[src/rtl/aq_djpeg_pixout_if.sv]
// Pixel-output bus of aq_djpeg_pixout: pixel strobe/backpressure from the
// colour converter on one side, show-ahead word handshake to the sink on the other.
interface aq_djpeg_pixout_if;
  logic        InEnable;
  logic [15:0] InPixelX;
  logic [15:0] InPixelY;
  logic [7:0]  InR;
  logic [7:0]  InG;
  logic [7:0]  InB;
  logic        InFull;
  logic        OutValid;
  logic        OutReady;
  logic [31:0] OutData;
  logic [15:0] OutX;
  logic [15:0] OutY;
  logic [1:0]  OutLanes;
  logic        OutLast;

  modport master (
    output InEnable, InPixelX, InPixelY, InR, InG, InB, OutReady,
    input  InFull, OutValid, OutData, OutX, OutY, OutLanes, OutLast
  );

  modport slave (
    input  InEnable, InPixelX, InPixelY, InR, InG, InB, OutReady,
    output InFull, OutValid, OutData, OutX, OutY, OutLanes, OutLast
  );
endinterface

[src/rtl/aq_djpeg_pixout.sv]
// JPEG decoder pixel output stage: optional RGB565 pair packer feeding a show-ahead FIFO.
// Define AQ_DJPEG_PIXOUT_CLIP_EN to discard MCU padding pixels outside InWidth x InHeight.
module aq_djpeg_pixout #(
  parameter int DEPTH       = 16,
  parameter int AFULL_LEVEL = 12,
  parameter int PIX_FMT     = 0,
  parameter int FLUSH_CYC   = 4
) (
  input  logic                     clk,
  input  logic                     rst,
  input  logic                     Init,
  input  logic [15:0]              InWidth,
  input  logic [15:0]              InHeight,
  aq_djpeg_pixout_if.slave         bus,
  output logic                     Overflow,
  output logic [$clog2(DEPTH):0]   Count
);

  localparam int AW = $clog2(DEPTH);
  localparam int CW = AW + 1;
  localparam int IW = $clog2(FLUSH_CYC + 1);
  localparam int EW = 32 + 16 + 16 + 2 + 1;
  localparam logic [CW-1:0] DEPTH_C = CW'(DEPTH);
  localparam logic [CW-1:0] AFULL_C = CW'(AFULL_LEVEL);
  localparam logic [IW-1:0] FLUSH_C = IW'(FLUSH_CYC - 1);

  typedef enum logic {EMPTY, HALF} packState_t;

  function automatic logic [15:0] toRgb565(input logic [7:0] r, input logic [7:0] g,
                                           input logic [7:0] b);
    return {r[7:3], g[7:2], b[7:3]};
  endfunction

  packState_t    state, nextState;
  logic [IW-1:0] idleCnt;
  logic [15:0]   heldPix, heldX, heldY;
  logic          heldLast;
  logic          store;

  logic          inRange, pixIn, isLast;
  logic [15:0]   pix565;

  logic          vld_p0;
  logic [31:0]   data_p0;
  logic [15:0]   x_p0, y_p0;
  logic [1:0]    lanes_p0;
  logic          last_p0;

  logic [EW-1:0] mem [DEPTH];
  logic [AW-1:0] wrPtr, rdPtr;
  logic          pop, pushOk, drop, inFullReg;

`ifdef AQ_DJPEG_PIXOUT_CLIP_EN
  assign inRange = (bus.InPixelX < InWidth) && (bus.InPixelY < InHeight);
`else
  assign inRange = 1'b1;
`endif

  assign pixIn  = bus.InEnable & ~Init & inRange;
  assign isLast = (bus.InPixelX == InWidth - 16'd1) && (bus.InPixelY == InHeight - 16'd1);
  assign pix565 = toRgb565(bus.InR, bus.InG, bus.InB);

  // Stage p0: packer decides what (if anything) is pushed this cycle
  always_comb begin
    nextState = state;
    store     = 1'b0;
    vld_p0    = 1'b0;
    data_p0   = '0;
    x_p0      = bus.InPixelX;
    y_p0      = bus.InPixelY;
    lanes_p0  = 2'b01;
    last_p0   = isLast;
    if (PIX_FMT == 0) begin
      vld_p0  = pixIn;
      data_p0 = {8'h00, bus.InR, bus.InG, bus.InB};
    end else begin
      unique case (state)
        EMPTY: begin
          if (pixIn) begin
            // The frame's final pixel has no partner coming, so it goes out alone
            if (isLast) begin
              vld_p0  = 1'b1;
              data_p0 = {16'h0000, pix565};
            end else begin
              store     = 1'b1;
              nextState = HALF;
            end
          end
        end
        HALF: begin
          x_p0    = heldX;
          y_p0    = heldY;
          last_p0 = heldLast;
          data_p0 = {16'h0000, heldPix};
          if (pixIn) begin
            vld_p0 = 1'b1;
            if (bus.InPixelY == heldY && bus.InPixelX == heldX + 16'd1) begin
              data_p0   = {pix565, heldPix};
              lanes_p0  = 2'b11;
              last_p0   = heldLast | isLast;
              nextState = EMPTY;
            end else begin
              store = 1'b1;
            end
          end else if (idleCnt == FLUSH_C) begin
            vld_p0    = 1'b1;
            nextState = EMPTY;
          end
        end
        default: nextState = EMPTY;
      endcase
    end
    if (Init) vld_p0 = 1'b0;
  end

  always_ff @(posedge clk or negedge rst) begin
    if (!rst) begin
      state   <= EMPTY;
      idleCnt <= '0;
    end else if (Init) begin
      state   <= EMPTY;
      idleCnt <= '0;
    end else begin
      state   <= nextState;
      idleCnt <= (nextState == HALF && !pixIn) ? idleCnt + IW'(1) : '0;
    end
  end

  always_ff @(posedge clk) begin
    if (store) begin
      heldPix  <= pix565;
      heldX    <= bus.InPixelX;
      heldY    <= bus.InPixelY;
      heldLast <= isLast;
    end
  end

  // Stage p1: FIFO storage; a full FIFO still accepts when the head leaves this cycle
  assign pop    = bus.OutValid & bus.OutReady;
  assign pushOk = vld_p0 & ((Count < DEPTH_C) | pop);
  assign drop   = vld_p0 & ~pushOk;

  always_ff @(posedge clk) begin
    if (pushOk) mem[wrPtr] <= {data_p0, x_p0, y_p0, lanes_p0, last_p0};
  end

  always_ff @(posedge clk or negedge rst) begin
    if (!rst) begin
      wrPtr     <= '0;
      rdPtr     <= '0;
      Count     <= '0;
      Overflow  <= 1'b0;
      inFullReg <= 1'b0;
    end else if (Init) begin
      wrPtr     <= '0;
      rdPtr     <= '0;
      Count     <= '0;
      Overflow  <= 1'b0;
      inFullReg <= 1'b0;
    end else begin
      if (pushOk) wrPtr <= wrPtr + AW'(1);
      if (pop)    rdPtr <= rdPtr + AW'(1);
      unique case ({pushOk, pop})
        2'b10:   Count <= Count + CW'(1);
        2'b01:   Count <= Count - CW'(1);
        default: Count <= Count;
      endcase
      if (drop) Overflow <= 1'b1;
      inFullReg <= (Count >= AFULL_C);
    end
  end

  // Head entry is masked while empty so reset and Init show all-zero outputs
  assign bus.InFull   = inFullReg;
  assign bus.OutValid = (Count != '0);
  assign {bus.OutData, bus.OutX, bus.OutY, bus.OutLanes, bus.OutLast} =
      bus.OutValid ? mem[rdPtr] : '0;

endmodule

[src/flat_wrapper.sv]
// flat-port wrapper written by rule: the top's interface ports become plain ports
module aq_djpeg_pixout_flat 
#(
  parameter int DEPTH       = 16,
  parameter int AFULL_LEVEL = 12,
  parameter int PIX_FMT     = 0,
  parameter int FLUSH_CYC   = 4
)
  (clk, rst, Init, InWidth, InHeight, Overflow, Count, bus_InEnable, bus_InPixelX, bus_InPixelY, bus_InR, bus_InG, bus_InB, bus_OutReady, bus_InFull, bus_OutValid, bus_OutData, bus_OutX, bus_OutY, bus_OutLanes, bus_OutLast);
  aq_djpeg_pixout_if bus_i ();
  input  logic clk;
  input  logic rst;
  input  logic Init;
  input  logic [15:0] InWidth;
  input  logic [15:0] InHeight;
  output logic Overflow;
  output logic [$clog2(DEPTH):0] Count;
  input wire logic [$bits(bus_i.InEnable)-1:0] bus_InEnable;
  input wire logic [$bits(bus_i.InPixelX)-1:0] bus_InPixelX;
  input wire logic [$bits(bus_i.InPixelY)-1:0] bus_InPixelY;
  input wire logic [$bits(bus_i.InR)-1:0] bus_InR;
  input wire logic [$bits(bus_i.InG)-1:0] bus_InG;
  input wire logic [$bits(bus_i.InB)-1:0] bus_InB;
  input wire logic [$bits(bus_i.OutReady)-1:0] bus_OutReady;
  output wire logic [$bits(bus_i.InFull)-1:0] bus_InFull;
  output wire logic [$bits(bus_i.OutValid)-1:0] bus_OutValid;
  output wire logic [$bits(bus_i.OutData)-1:0] bus_OutData;
  output wire logic [$bits(bus_i.OutX)-1:0] bus_OutX;
  output wire logic [$bits(bus_i.OutY)-1:0] bus_OutY;
  output wire logic [$bits(bus_i.OutLanes)-1:0] bus_OutLanes;
  output wire logic [$bits(bus_i.OutLast)-1:0] bus_OutLast;
  assign bus_i.InEnable = bus_InEnable;
  assign bus_i.InPixelX = bus_InPixelX;
  assign bus_i.InPixelY = bus_InPixelY;
  assign bus_i.InR = bus_InR;
  assign bus_i.InG = bus_InG;
  assign bus_i.InB = bus_InB;
  assign bus_i.OutReady = bus_OutReady;
  assign bus_InFull = bus_i.InFull;
  assign bus_OutValid = bus_i.OutValid;
  assign bus_OutData = bus_i.OutData;
  assign bus_OutX = bus_i.OutX;
  assign bus_OutY = bus_i.OutY;
  assign bus_OutLanes = bus_i.OutLanes;
  assign bus_OutLast = bus_i.OutLast;
  aq_djpeg_pixout #(.DEPTH(DEPTH), .AFULL_LEVEL(AFULL_LEVEL), .PIX_FMT(PIX_FMT), .FLUSH_CYC(FLUSH_CYC)) u_core (.clk(clk), .rst(rst), .Init(Init), .InWidth(InWidth), .InHeight(InHeight), .bus(bus_i), .Overflow(Overflow), .Count(Count));
endmodule
[config.mk]
export PLATFORM = sky130hd
export DESIGN_NAME = aq_djpeg_pixout_flat
export DESIGN_NICKNAME = d
export VERILOG_FILES = /design/src/rtl/aq_djpeg_pixout_if.sv /design/src/rtl/aq_djpeg_pixout.sv /design/src/flat_wrapper.sv
export SDC_FILE = /design/constraint.sdc
export NUM_CORES = 1
export LEC_CHECK = 0
export CAP_MARGIN = 10
export CORE_MARGIN = 5
export CORE_UTILIZATION = 25
export DETAILED_ROUTE_END_ITERATION = 16
export SLEW_MARGIN = 20
export SYNTH_ARGS = -nofsm -noshare
export SYNTH_HDL_FRONTEND = slang
export SYNTH_SLANG_ARGS = --single-unit
[constraint.sdc]
create_clock -name clk -period 6.22 [get_ports clk]
set_input_delay 1.555 -clock clk [delete_from_list [all_inputs] [get_ports clk]]
set_output_delay 1.555 -clock clk [all_outputs]
set_load 0.01 [all_outputs]
==> results of run 1 <==
metrics by stage:
step | instances | power, mW | utilization, %
6_report | 3824 | 15.95 | 30.43
3_3_place_gp | 3653 | 10.38 | 28.26
4_1_cts | 3820 | 16.20 | 30.43
5_1_grt | 3820 | 16.64 | 30.43
3_5_place_dp | 3653 | 10.43 | 28.26
2_1_floorplan | 1610 | 9.042 | -
power groups by stage:
stage	registers (mW)	clock network (mW)	logic, mW
floorplan	7.14	0	1.90
global placement	7.22	0	3.16
detailed placement	7.23	0	3.20
CTS	7.10	5.89	3.21
global route	7.11	6.17	3.36
finish	7.09	5.76	3.10
layout by cell type (no fill, tap or decap), drive strengths merged, types with 16 or more instances in the layout:
cell type / synthesis / layout
edfxtp: 912 / 912
nor2: 32 / 32
and2: 59 / 59
mux4: 285 / 285
clkinv: 1 / 40
clkbuf: 57 / 107
clkdlybuf4s50: 0 / 158
xor2: 21 / 21
nand2: 16 / 16
buf: 30 / 55
inv: 14 / 18
worst paths after layout:
| kind | end | slack [ps] | from | cells after the start |
|---|---|---|---|---|
| hold / removal | u_core.Overflow$_DFFE_PN0P_ | 520 | u_core.Overflow$_DFFE_PN0P_ | 2 |
| hold reg to reg | u_core.Overflow$_DFFE_PN0P_ | 520 | u_core.Overflow$_DFFE_PN0P_ | 2 |
| min in group asynchronous | u_core.bus.InFull$_DFF_PN0_ | 1370 | rst | 1 |
| max in group asynchronous | u_core.rdPtr[1]$_DFFE_PN0P_ | 4240 | rst | 1 |
| setup reg to reg | u_core.Count[4]$_DFFE_PN0P_ | 3190 | u_core.Count[1]$_DFFE_PN0P_ | 11 |
| setup / recovery | bus_OutLast | 800 | u_core.rdPtr[0]$_DFFE_PN0P_ | 5 |
final cells by class:
cell class | count | area [um^2] | area share [%]
Tap cell | 1917 | 2399 | 5.421
Clock inverter | 60 | 742.0 | 1.677
Antenna cell | 4 | 10.01 | 0.02262
Timing Repair Buffer | 213 | 2345 | 5.299
Sequential cell | 927 | 27780 | 62.78
Multi-Input combinational cell | 581 | 8516 | 19.25
Clock buffer | 107 | 2401 | 5.427
Inverter | 15 | 57.56 | 0.1301
logic make-up after synthesis:
logic type	count (synthesis)
AND/OR/NAND/NOR	179
flip-flops	927
multiplexers	291
buffers and inverters	102
XOR/XNOR	37
adder cells (fa/ha/maj)	11
other	1
AO/OA/AOI/OAI	54
flip-flops by register name, summed over array words and instances (netlist names):
signal,count
u_core.Count,5
u_core.rdPtr,4
u_core.mem,912
u_core.wrPtr,4
u_core.Overflow,1
u_core.bus.InFull,1
critical path, cell delays in order, from the launching register on:
cell	delay [ps]
dfrtp_4	990
buf_12	320
mux4_2	540
mux4_2	460
and2_1	320
clkdlybuf4s50_1	560
routing by layer:
layer  global-route usage, %  up-vias
li1                        -     7250
met1                   16.32     9372
met2                   20.94      614
met3                   2.089      133
met4                   2.530        0
met5                       0        -
==> impl_results.md, run 1 <==
- Syn-to-layout area delta: 21.11%
- Post-Synth Adder-Cell Area: 0.3973%
- Setup TNS: 0 ps
- Count of final setup violators: 0
- Drt first pass iters: 5
- Clock latency on the worst-skew pair: 660 ps
- Tot GR Track Use: 12.19%
- # resized after CTS: 0
- Combinational Power Share: 19.5%
- Area of the mapped netlist: 36,530 um^2
- Critical path fanouts, max: 34
- Switching pwr: 3.940 mW
- Detailed-route wire length: 94,750 um
- Die footprint: 153,900 um^2
- Vias in the first global route: 18,320
- Crit path required time: 4660 ps
- Share of layout cells above drive strength 1: 26.22%
- Iteration-0 DRC Markers: 1,589
- Largest area contributor in the netlist: edfxtp_1
- Fmax: 0.1843 GHz
- Mux cell area share after synthesis: 17.73%
- Top cell type's share of synthesized area: 74.96%
- Pin count of the biggest net entering global routing: 58
- CP Class: flip-flop to output pin
- Clock-pin slew on the worst setup and hold paths: 70 ps
- Max-cap violations: 0
- CP startpoint kind: flip-flop
- RSZ-0062 raised after global routing: false
- Metal2 WL: 47,820 um
- Data arrival time of the worst path: 3870 ps
- WL/cell: 24.78 um
- Seq/Total Area, Yosys: 75.99%
- Congestion Overflow GR: 0
- Met1 Routed Length: 40,080 um
- Fin. max-slew vios: 0
- Post-synthesis simple-gate area fraction: 2.832%
- Final ANT Viol Nets: 0
- CTS tree: yes
- Top post-synthesis cells by area: edfxtp_1 (75%), mux4_2 (18%), dfrtp_1 (1.0%)
- Antenna violations before repair: 12
- Yosys cell types: 58
- Initial Util: 25.13%
- Sequential Power Share: 44.4%
- Peak VDD IR: 0.2578 mV
- CTS Buffer Depth: 3
- Cts hold-fix bufs: 0
- Post-Place Setup Slack: 1304 ps
- Relative slew slack: 34.79%
- Clock root buffer: clkbuf_16
- Clock power frac: 36.1%
- Final Hold Fails: 0
- Hold_ws: 516.0 ps
- Vias/cell: 4.542
- Period utilization: 87.21%
- Metal3 WL: 5193 um
- Most numerous cell in the Yosys netlist: edfxtp_1
- Chip height: 392.3 um
- Post-CTS setup buffers: 0
- Hold WC Path Type: flip-flop to flip-flop
- Dpl hpwl: 51,700 um
- Num CTS Buffers: 93
- Top cells by count, synth: edfxtp_1 (912), mux4_2 (285), and2_1 (59)
- Core Box Area: 145,400 um^2
- Row count: 140
- Minimum clock period: 5425 ps
- # clock sinks: 927
- Status: finished clean
- Placed cell area: 41,090 um^2
- First-pass GRT wire length: 135,000 um
- Cells after Synth: 1,602
- Switch share: 24.69%
- Layout Skew: 31.36 ps
- DR vias: 17,370
- Asr flop ratio synth: 1.618%
- Number of remaining DRC errors: 0
- #FFs+latches synth: 927
- Slew @ Worst Pin: 978.1 ps
- CP Capture Type: output pin
- H-tree Lvls: 3
- Total internal power: 12.01 mW
- Max Used Layer: met4
- Power Density: 360.6 nW/um^2
- Post-Synth XOR/XNOR Area: 0.9247%
- Syn Area/Cell: 22.80 um^2
- Nets: 1,935
- Largest family of logic cells by synthesized area: multiplexers
- Worst setup margin: 795.3 ps
- P_leak: 13.21 nW
- Top FF cell, synth: edfxtp_1
- Io pins: 168
- I/O Buffers: 158
- Chip width: 392.3 um
- Post-synth EDFFs: 912
- Post-synthesis compound-gate area fraction: 0.9590%
- Fin area: 44,250 um^2
- RePlAce Congestion: 0.7642
- Fillers: 13,880
- YS warnings: 0
No activity file was read; power rests on OpenSTA's default activity.
==> inputs of run 2 (changes only) <==
--- a/config.mk
+++ b/config.mk
@@ -7,8 +7,10 @@
 export LEC_CHECK = 0
 export CAP_MARGIN = 10
 export CORE_MARGIN = 5
-export CORE_UTILIZATION = 25
+export CORE_UTILIZATION = 60
 export DETAILED_ROUTE_END_ITERATION = 16
+export GPL_ROUTABILITY_DRIVEN = 0
+export PLACE_DENSITY = 0.79
 export SLEW_MARGIN = 20
 export SYNTH_ARGS = -nofsm -noshare
 export SYNTH_HDL_FRONTEND = slang
==> run 2 against run 1 <==
Effect of this change:
- cell count decreased by 30%
- global-route usage increased by 14 points
- sequential power about the same
- count of clock-buffer cells in the layout increased by 1
- sequential share of layout area increased by 2.9 points
- flip-flop and latch count unchanged
- via count increased by 2.9%
- die area decreased by 57%
- utilization increased by 40 points
- clock skew decreased by 7.8 ps
- clock power decreased by 11%
- routed wire length decreased by 10%
- critical endpoint is now bus_OutY[2]
==> impl_results.md, run 2 (synthesis gave the netlist of run 1 again) <==
- First-pass GRT wire length: 126,600 um
- CP Capture Type: output pin
- Power Density: 360.7 nW/um^2
- Num CTS Buffers: 88
- Clock-pin slew on the worst setup and hold paths: 60 ps
- Core Box Area: 60,360 um^2
- Fmax: 0.1891 GHz
- Post-Place Setup Slack: 1342 ps
- Minimum clock period: 5289 ps
- Chip width: 256.8 um
- Hold_ws: 549.1 ps
- Clock root buffer: clkbuf_16
- Relative slew slack: 30.55%
- Peak VDD IR: 0.2224 mV
- Initial Util: 60.53%
- Antenna violations before repair: 2
- Crit path required time: 4660 ps
- CP startpoint kind: flip-flop
- H-tree Lvls: 3
- Largest Register: u_core.mem
- Tot Pwr: 15.26 mW
- Most frequent cells in the layout: edfxtp_1 (912), mux4_2 (285), clkdlybuf4s50_1 (158)
- Nets: 1,924
- Layout Skew: 23.56 ps
- Io pins: 168
- # resized after CTS: 0
- Clock latency on the worst-skew pair: 630 ps
- Top flop regs: u_core.mem x912, u_core.Count x5
- Post-CTS setup buffers: 0
- Congestion Overflow GR: 0
- RSZ-0062 raised after global routing: false
- Number of remaining DRC errors: 0
- Fin. max-slew vios: 0
- Final ANT Viol Nets: 0
- I/O Buffers: 158
- Share of layout cells above drive strength 1: 25.46%
- # clock sinks: 927
- Status: finished clean
- P_leak: 12.98 nW
- Count of final setup violators: 0
- Worst r2r src: u_core.Count[4]$_DFFE_PN0P_
- Hold WC Path Type: flip-flop to flip-flop
- Syn-to-layout area delta: 15.80%
- Max-cap violations: 0
- DR vias: 17,870
- Critical Path Start: u_core.rdPtr[0]$_DFFE_PN0P_
- CTS tree: yes
- Final Hold Fails: 0
- Critical path fanouts, max: 33
- Vias/cell: 6.688
- Row count: 90
- Tot GR Track Use: 26.15%
- Drt first pass iters: 8
- Chip height: 256.8 um
- Period utilization: 85.04%
- Slew @ Worst Pin: 1040 ps
- Dpl hpwl: 43,230 um
- CP Class: flip-flop to output pin
- Hold_sp: u_core.Overflow$_DFFE_PN0P_
- Data arrival time of the worst path: 3730 ps
- Placed cell area: 39,520 um^2
- Vias in the first global route: 18,900
- WL/cell: 31.86 um
- Cts hold-fix bufs: 0
- Detailed-route wire length: 85,140 um
- Iteration-0 DRC Markers: 1,989
- Worst setup margin: 930.7 ps
- CTS Buffer Depth: 3
- Most common cell after layout, fill and taps aside: edfxtp_1
- Fin area: 42,310 um^2
- Max FFs per register: 912
- Setup TNS: 0 ps
- Pin count of the biggest net entering global routing: 60
- Die footprint: 65,920 um^2
run 2: changes by cell type in the layout (fill, tap and decap cells not counted), sizes merged:
| cell | change |
|---|---|
| buf | -6 |
| clkinvlp | -1 |
| bufinv | -8 |
| clkbuf | +1 |
| diode | -3 |
run 2: cell type report:
| type | count | area [um^2] |
|---|---|---|
| Clock inverter | 51 | 411.6 |
| Fill cell | 3434 | 18050 |
| Antenna cell | 1 | 2.502 |
| Inverter | 15 | 56.30 |
| Tap cell | 782 | 978.4 |
| Sequential cell | 927 | 27780 |
| Timing Repair Buffer | 207 | 2245 |
| Clock buffer | 108 | 2320 |
| Multi-Input combinational cell | 581 | 8516 |
run 2: power by group:
part | leakage, nW | switching, mW | internal [mW]
combinational | 3.24 | 1.37 | 1.67
sequential | 8.40 | 0.138 | 6.97
clock | 1.34 | 2.22 | 2.90
run 2: metal layers:
metal,up-vias,part of all wire [%],track usage (%)
li1,7219,-,-
met1,9414,36,35.70
met2,1076,53,44.58
met3,158,8.1,3.926
met5,-,0.015,0
met4,2,3.0,8.440
run 2: critical path: stages, from the launching register on:
cell             delay (ps)
dfrtp_4                 930
buf_4                   380
mux4_2                  580
mux4_2                  460
and2_1                  240
clkdlybuf4s50_1         510
run 2: path summary, 6_finish.rpt:
path,to,cells past startpoint,slack (ps)
worst max-delay path,bus_OutY[2],5,930
worst min-delay path,u_core.Overflow$_DFFE_PN0P_,2,550
worst max register to register,u_core.Count[4]$_DFFE_PN0P_,12,2980
worst min register to register,u_core.Overflow$_DFFE_PN0P_,2,550
max in group asynchronous,u_core.rdPtr[1]$_DFFE_PN0P_,1,4330
min in group asynchronous,u_core.Count[3]$_DFFE_PN0P_,1,1370
run 2: through the flow:
stage | util (%) | instances
2_1_floorplan | - | 1610
3_3_place_gp | 65.48 | 2510
3_5_place_dp | 65.48 | 2510
4_1_cts | 70.01 | 2669
5_1_grt | 70.09 | 2672
6_report | 70.09 | 2672
